$ cat src/rtl/config_sequencer.sv
// config_sequencer: loads PE tile configuration from a serial, LSB-first bit
// stream. Each frame carries an 8-bit tile address followed by a 22-bit config
// word. A valid frame produces a one-cycle config_en strobe, and the reserved
// address 8'hFF ends the session.
//
// Optional feature: define CONFIG_SEQ_PARITY_EN to extend frames to 31 bits
// with an even-parity bit (XOR of all 31 bits must be 0). Frames that fail
// parity set err and are not issued, even if they carry the terminator.
//
// Ports:
//   clk, rst_n          clock, asynchronous active-low reset
//   start, abort        session control (abort has priority)
//   bit_valid, bit_in   serial bit input; transfer when bit_valid && bit_ready
//   bit_ready           high while shifting a frame
//   config_en           one-cycle tile write strobe
//   config_addr/data    registered tile address / config word
//   busy, done          session status
//   frame_count         frames written this session (saturating)
//   err                 sticky session error
module config_sequencer #(
    parameter int unsigned NUM_TILES = 16
) (
    input  logic        clk,
    input  logic        rst_n,
    input  logic        start,
    input  logic        abort,
    input  logic        bit_valid,
    input  logic        bit_in,
    output logic        bit_ready,
    output logic        config_en,
    output logic [7:0]  config_addr,
    output logic [21:0] config_data,
    output logic        busy,
    output logic        done,
    output logic [7:0]  frame_count,
    output logic        err
);

`ifdef CONFIG_SEQ_PARITY_EN
    localparam int unsigned FRAME_W = 31;
`else
    localparam int unsigned FRAME_W = 30;
`endif
    localparam int unsigned CNT_W = $clog2(FRAME_W);
    localparam logic [CNT_W-1:0] LAST_BIT  = CNT_W'(FRAME_W - 1);
    localparam logic [7:0]       TERM_ADDR = 8'hFF;

    typedef enum logic [1:0] {
        IDLE  = 2'd0,
        SHIFT = 2'd1,
        ISSUE = 2'd2,
        DONE  = 2'd3
    } state_t;

    state_t             state;
    logic [CNT_W-1:0]   bit_cnt;
    logic [FRAME_W-2:0] shreg;
    logic               term_q;

    // Complete frame as seen on the edge that accepts its final bit.
    logic [FRAME_W-1:0] frame_c;
    logic [7:0]         frame_addr_c;
    logic [21:0]        frame_data_c;
    logic               parity_ok_c;
    logic               addr_ok_c;
    logic               is_term_c;

    assign frame_c      = {bit_in, shreg};
    assign frame_addr_c = frame_c[7:0];
    assign frame_data_c = frame_c[29:8];
    assign is_term_c    = (frame_addr_c == TERM_ADDR);
    assign addr_ok_c    = (9'(frame_addr_c) < 9'(NUM_TILES));

`ifdef CONFIG_SEQ_PARITY_EN
    assign parity_ok_c = ~(^frame_c);
`else
    assign parity_ok_c = 1'b1;
`endif

    // Sequencer state, serial shifter and all registered outputs.
    always_ff @(posedge clk or negedge rst_n) begin
        if (!rst_n) begin
            state       <= IDLE;
            bit_cnt     <= '0;
            shreg       <= '0;
            term_q      <= 1'b0;
            bit_ready   <= 1'b0;
            config_en   <= 1'b0;
            config_addr <= '0;
            config_data <= '0;
            busy        <= 1'b0;
            done        <= 1'b0;
            frame_count <= '0;
            err         <= 1'b0;
        end else begin
            config_en <= 1'b0;
            case (state)
                IDLE, DONE: begin
                    if (abort) begin
                        state <= IDLE;
                        done  <= 1'b0;
                    end else if (start) begin
                        state       <= SHIFT;
                        bit_ready   <= 1'b1;
                        busy        <= 1'b1;
                        done        <= 1'b0;
                        bit_cnt     <= '0;
                        frame_count <= '0;
                        err         <= 1'b0;
                    end
                end

                SHIFT: begin
                    if (abort) begin
                        state     <= IDLE;
                        bit_ready <= 1'b0;
                        busy      <= 1'b0;
                        bit_cnt   <= '0;
                    end else if (bit_valid) begin
                        if (bit_cnt == LAST_BIT) begin
                            // Final bit: decide the frame's fate now so the
                            // strobe lands in the single ISSUE cycle.
                            state     <= ISSUE;
                            bit_ready <= 1'b0;
                            bit_cnt   <= '0;
                            term_q    <= 1'b0;
                            if (!parity_ok_c) begin
                                err <= 1'b1;
                            end else if (is_term_c) begin
                                term_q <= 1'b1;
                            end else if (addr_ok_c) begin
                                config_en   <= 1'b1;
                                config_addr <= frame_addr_c;
                                config_data <= frame_data_c;
                                if (frame_count != 8'hFF) begin
                                    frame_count <= frame_count + 8'd1;
                                end
                            end else begin
                                err <= 1'b1;
                            end
                        end else begin
                            // Shift in from the top so bit 0 ends at shreg[0].
                            shreg   <= {bit_in, shreg[FRAME_W-2:1]};
                            bit_cnt <= bit_cnt + CNT_W'(1);
                        end
                    end
                end

                ISSUE: begin
                    if (abort) begin
                        state <= IDLE;
                        busy  <= 1'b0;
                    end else if (term_q) begin
                        state <= DONE;
                        busy  <= 1'b0;
                        done  <= 1'b1;
                    end else begin
                        state     <= SHIFT;
                        bit_ready <= 1'b1;
                    end
                end

                default: begin
                    state     <= IDLE;
                    bit_ready <= 1'b0;
                    busy      <= 1'b0;
                    done      <= 1'b0;
                end
            endcase
        end
    end

endmodule
$ cat config.mk
export PLATFORM = sky130hd
export DESIGN_NAME = config_sequencer
export DESIGN_NICKNAME = d
export VERILOG_FILES = /design/src/rtl/config_sequencer.sv
export SDC_FILE = /design/constraint.sdc
export NUM_CORES = 1
export LEC_CHECK = 0
export CAP_MARGIN = 15
export CORE_MARGIN = 2
export CORE_UTILIZATION = 35
export CTS_BUF_LIST = sky130_fd_sc_hd__clkbuf_8
export CTS_CLUSTER_DIAMETER = 40
export DETAILED_ROUTE_END_ITERATION = 10
export DONT_BUFFER_PORTS = 1
export PLACE_DENSITY_LB_ADDON = 0.1
export SYNTH_ARGS = -nofsm -noshare
export SYNTH_HDL_FRONTEND = slang
export SYNTH_SLANG_ARGS = --single-unit
$ cat constraint.sdc
create_clock -name clk -period 6.5 [get_ports clk]
set_input_delay 0.975 -clock clk [delete_from_list [all_inputs] [get_ports clk]]
set_output_delay 0.975 -clock clk [all_outputs]
set_load 0.01 [all_outputs]
==> impl_metrics.yaml, run 1 <==
run_status:
  status: "finished, final reports clean"
clock_network:
  htree_levels: 3
  cts.clk_slew.worst_paths_ns: 0.09
  cts_buffer_depth: 2
  post_cts_resize_count: 0
  clk_latency_ns: 0.34
  root_buffer: "clkbuf_8"
  cts_inserted_buffers: 9
  cts_tree: "yes"
  cts_sinks: 80
  post_cts_buffers: 0
  postCtsHoldBufs: 0
sta:
  fin_ws_ns: 3.89
  post-route-period-util: 0.401
  fin_crit_ns: 2.61
  hold_ws_ns: 0.318
  rsz0062_at_grt: "no"
  slew_viol_final: 0
  fmax_ghz: 0.383
  finalHoldViolations: 0
  worst_slew_pin_slew_ns: 0.847
  timing.slew.headroom: 0.430
  setup_viol: 0
  fin_setup_tns_ns: 0
  finClkSkew_ns: 0.0125
placed_design:
  place_inst: 400
  portBuffers: 0
  pre_cts_ws_ns: 3.90
  hpwlAfterDp_mm: 4.19
  gp_congestion: 0.787
  place_area_um2: 3630
worst_setup_path:
  reg2regPathDepth: 6
  critical_path_class: "flop to flop"
  timing.rr.end: "frame_count[5]"
  crit_path_max_incr_delay_ns: 0.57
  cpLargestDelayFamily: "simple AND/OR/NAND/NOR gates"
  end_kind: "flop"
  cp_num_buf_inv: 1
  r2r_slack_ns: 3.89
  crit_chain: "inv_1, ha_1, nor2_1, or4_4, or4_1, o211a_1"
  cp_data_required_time_ns: 6.74
  critPathSlowestCell: "ha_1"
  startpoint_type: "flop"
  r2r_start: "state[1]"
  arrival_ns: 2.85
  cp_max_fo: 19
yosys:
  yosysSeqAreaShare: 0.568
  synth_area_leaders: "dfrtp_1 57%, mux2_2 18%, nand3_1 2.1%"
  synth.distinct_cells: 43
  yosys_warnings: 0
  syn_nets: 289
  synth_top_area_share: 0.568
  netlist_instances: 278
  avgSynthCellArea_um2: 12.7
  synth_edf_count: 0
  ys_seq_elements: 80
  synth_area_leader_cell: "dfrtp_1"
  synthArstFlopShare: 1.00
  synth_area_um2: 3530
  yosys_most_used_dff: "dfrtp_1"
final_layout:
  final_layout_size_suffix_gt1_frac: 0.297
  mostFrequentLayoutCells: "80 x dfrtp_1, 56 x mux2_2, 18 x nand2_1"
  syn_to_final_growth_pct: 8.58
  layout.cells.non_filler: 416
  layout_commonest_cell: "dfrtp_1"
  utilization: 0.392
  diodes: 0
  nets: 289
  finalInstanceArea_um2: 3830
power_and_ir_drop:
  p_sw_mw: 0.359
  comb_power_share: 0.173
  power_mw: 1.17
  swShare: 0.308
  ir_drop_mv: 0.126
  powerDensity_nw_per_um2: 305
  p_int_mw: 0.808
  seqPwrFrac: 0.502
  p_leak_nw: 1.82
  pwr-share-clk: 0.325
route:
  antenna_left: 0
  routed_wl_mm: 6.67
  wl_met1_mm: 3.27
  drc: 0
  dr_total_vias: 2184
  drt_iter0_drc: 66
  drt-pass1-iter-count: 4
  wl_met3_um: 481
  avgViaCountPerCell: 5.25
  top_layer_used: "met4"
  wl_per_cell_um: 16.0
  routed-wl-met2_mm: 2.86
grt:
  track_usage: 0.130
  grt_max_degree: 81
  grt_overflow: 0
  grt_pass1_wl_mm: 11.3
  grt_pass1_vias: 2201
  antenna_found_initial: 0
die:
  die_x_um: 104
  num_rows: 36
  coreArea_um2: 9770
  die_y_um: 104
  dieArea_um2: 10900
  start_util: 0.361
  boundaryPins: 49
run:
  max_cap_violations: 0
worst_hold_path:
  hold_class: "primary input to asynchronous set/reset pin"
## layer usage
layer  GRT usage  vias to the layer above
met5           0                        -
met3      0.0470                        5
met2       0.188                       63
met4      0.0483                        0
met1       0.177                     1094
li1            -                     1022
## final cells by class
class                           instances  area, um2
Sequential cell                        80       2000
Tap cell                              133        166
Fill cell                             967       5940
Clock buffer                            9        124
Multi-Input combinational cell        177       1410
Clock inverter                          7       80.1
Inverter                                8       30.0
Timing Repair Buffer                    2       15.0
## cell usage after synthesis (all sizes together), types with 2 or more instances
| cell type | count |
|---|---|
| nor2 | 8 |
| nor2b | 8 |
| a21oi | 5 |
| mux2 | 56 |
| nor3 | 3 |
| ha | 5 |
| dfrtp | 80 |
| inv | 8 |
| o41ai | 2 |
| clkbuf | 4 |
| nand2b | 2 |
| nand3 | 15 |
| a31oi | 3 |
| buf | 9 |
| nand2 | 18 |
| o211a | 2 |
| a2bb2oi | 2 |
| nor4 | 5 |
| o22ai | 2 |
| o21ai | 7 |
| a21o | 2 |
| nand4 | 7 |
| o211ai | 3 |
| or4 | 8 |
## kinds of logic after synthesis
group           Yosys count  synth area share
buf+inv                  21            0.0337
fa+ha+maj                 5            0.0177
flops                    80             0.568
compound gates           37            0.0749
simple gates             78             0.125
mux                      57             0.182
## power groups by stage
stage / Sequential (mW) / Combinational, mW / Clock, mW
2_1_floorplan: 0.583 / 0.191 / 0
3_3_place_gp: 0.596 / 0.200 / 0
3_5_place_dp: 0.597 / 0.203 / 0
4_1_cts: 0.586 / 0.203 / 0.399
5_1_grt: 0.594 / 0.225 / 0.417
6_report: 0.585 / 0.202 / 0.379
## registers in the layout (all words and copies together), names as in the netlist, 2 cells and up
signal / count
frame_count: 8
shreg: 29
config_data: 22
bit_cnt: 5
state: 2
config_addr: 8
## worst register-to-register path: stages, from the launching register on
cell	delay (ns)
dfrtp_1	0.41
inv_1	0.08
ha_1	0.57
nor2_1	0.17
or4_4	0.53
or4_1	0.53
o211a_1	0.23
## how the worst max path moves through the flow
stage               depth (start not counted)              to  slack, ns       from
CTS                                         6  frame_count[5]       3.88   state[1]
global route                                6  frame_count[5]       3.70   state[1]
floorplan                                   4  frame_count[5]       4.03  bit_valid
finish                                      6  frame_count[5]       3.89   state[1]
detailed placement                          6  frame_count[5]       3.90   state[1]
global placement                            4  frame_count[5]       3.92  bit_valid
(Power assumes the default switching activity.)
==> run 2, diff against run 1 <==
==> constraint.sdc (replaced) <==
create_clock -name clk -period 2.7 [get_ports clk]
set_input_delay 0.405 -clock clk [delete_from_list [all_inputs] [get_ports clk]]
set_output_delay 0.405 -clock clk [all_outputs]
set_load 0.01 [all_outputs]
==> run 2 against run 1 <==
  * Critical path depth unchanged
  * Power rose by 150%
  * Worst hold slack got worse by 0.18 ns
  * Non-clock buffer count up 5
  * Wire length up 2.3%
  * Critical path type unchanged
  * Critical endpoint unchanged
  * Largest cell class unchanged
==> impl_metrics.yaml, run 2 (synthesis gave the netlist of run 1 again) <==
clock_network:
  cts_sinks: 80
  cts_tree: "yes"
  cts.clk_slew.worst_paths_ns: 0.09
  cts_inserted_buffers: 9
  root_buffer: "clkbuf_8"
  post_cts_buffers: 0
  postCtsHoldBufs: 2
  cts_buffer_depth: 2
  htree_levels: 3
  post_cts_resize_count: 0
  clk_latency_ns: 0.35
sta:
  post-route-period-util: 0.933
  timing.slew.headroom: 0.591
  rsz0062_at_grt: "no"
  fin_crit_ns: 2.52
  hold_ws_ns: 0.133
  slew_viol_final: 0
  fin_setup_tns_ns: 0
  finClkSkew_ns: 0.0113
  setup_viol: 0
  worst_slew_pin_slew_ns: 0.597
  finalHoldViolations: 0
  fmax_ghz: 0.397
final_layout:
  largest_register_ffs: 29
  diodes: 0
  layout_commonest_cell: "dfrtp_1"
  mostFrequentLayoutCells: "80 x dfrtp_1, 56 x mux2_2, 18 x nand2_1"
  reg_top3: "shreg x29, config_data x22"
  syn_to_final_growth_pct: 10.6
  regMostFlops: "shreg"
  final.fill_count: 935
  final_layout_size_suffix_gt1_frac: 0.302
  nets: 294
worst_setup_path:
  crit_chain: "inv_1, ha_1, nor2b_4, or4_4, or4_1, o211a_1"
  reg2regPathDepth: 6
  r2r_slack_ns: 0.18
  end_kind: "flop"
  crit_path_max_incr_delay_ns: 0.59
  r2r_start: "state[0]"
  cp_num_buf_inv: 1
  critPathSlowestCell: "or4_4"
  cp_max_fo: 12
  critPathLaunch: "state[0]"
  critical_path_class: "flop to flop"
  arrival_ns: 2.76
  path_depth: 6
  cpLargestDelayFamily: "simple AND/OR/NAND/NOR gates"
  cp_data_required_time_ns: 2.94
  timing.rr.end: "frame_count[5]"
  startpoint_type: "flop"
die:
  boundaryPins: 49
  die_x_um: 104
  num_rows: 36
  die_y_um: 104
  start_util: 0.361
  dieArea_um2: 10900
  coreArea_um2: 9770
grt:
  track_usage: 0.133
  antenna_found_initial: 0
  grt_pass1_wl_mm: 11.6
  grt_max_degree: 81
  grt_overflow: 0
  grt_pass1_vias: 2169
placed_design:
  hpwlAfterDp_mm: 4.36
  portBuffers: 0
  gp_congestion: 0.804
route:
  wl_per_cell_um: 16.2
  drc: 0
  routed_wl_mm: 6.83
  drt_iter0_drc: 114
  avgViaCountPerCell: 5.21
  drt-pass1-iter-count: 4
  dr_total_vias: 2195
  antenna_left: 0
worst_hold_path:
  whs_endpoint: "state[0]"
  hold_depth: 1
  holdCritStartpoint: "abort"
  hold_class: "primary input to flop"
power_and_ir_drop:
  powerDensity_nw_per_um2: 735
  p_leak_nw: 1.86
  ir_drop_mv: 0.268
run_status:
  status: "finished, final reports clean"
run:
  max_cap_violations: 0
-- run 2: cell types whose count changed in the layout (fill, tap and decap cells not counted), sizes merged --
| cell | before | now |
|---|---|---|
| buf | 2 | 6 |
| clkinv | 3 | 1 |
| inv | 10 | 12 |
| dlygate4sd3 | 0 | 1 |
-- run 2: power breakdown --
group	switching, mW	leakage [nW]	internal (mW)	total [mW]
clock network	0.479	0.104	0.439	0.919
registers	0.123	1.10	1.29	1.42
logic	0.302	0.654	0.230	0.532
total	0.904	1.86	1.96	2.87
-- run 2: stage by stage --
step / instance area (um2) / setup slack, ns / instances / utilization / total power [mW]
3_3_place_gp: 3660 / 0.267 / 403 / 0.375 / 1.94
6_report: 3900 / 0.180 / 421 / 0.399 / 2.87
5_1_grt: 3900 / 0.0896 / 421 / 0.399 / 3.03
3_5_place_dp: 3660 / 0.206 / 403 / 0.375 / 1.95
2_1_floorplan: 3530 / 0.413 / 278 / - / 1.86
4_1_cts: 3900 / 0.171 / 421 / 0.399 / 2.92
-- run 2: how the worst max path moves through the flow --
| stage | endpoint | slack (ns) |
|---|---|---|
| after floorplan | frame_count[5] | 0.41 |
| after global placement | frame_count[5] | 0.27 |
| after detailed placement | frame_count[5] | 0.21 |
| after CTS | frame_count[5] | 0.17 |
| after global routing | frame_count[5] | 0.09 |
| final | frame_count[5] | 0.18 |
-- run 2: area by class of cell --
type,count,area (um2),share of cell area
inverter,8,30.0,0.00770
clock buffer,9,124,0.0318
multi-input combinational,177,1410,0.362
sequential,80,2000,0.513
tap,133,166,0.0427
clock inverter,7,78.8,0.0202
timing repair buffer,7,87.6,0.0225
-- run 2: layer usage --
metal  part of all wire  routed length (um)  track usage
met3              0.067                 460       0.0482
met4              0.013                  87       0.0569
met1               0.48                3270        0.181
met5                  0                   0            0
met2               0.44                3010        0.190
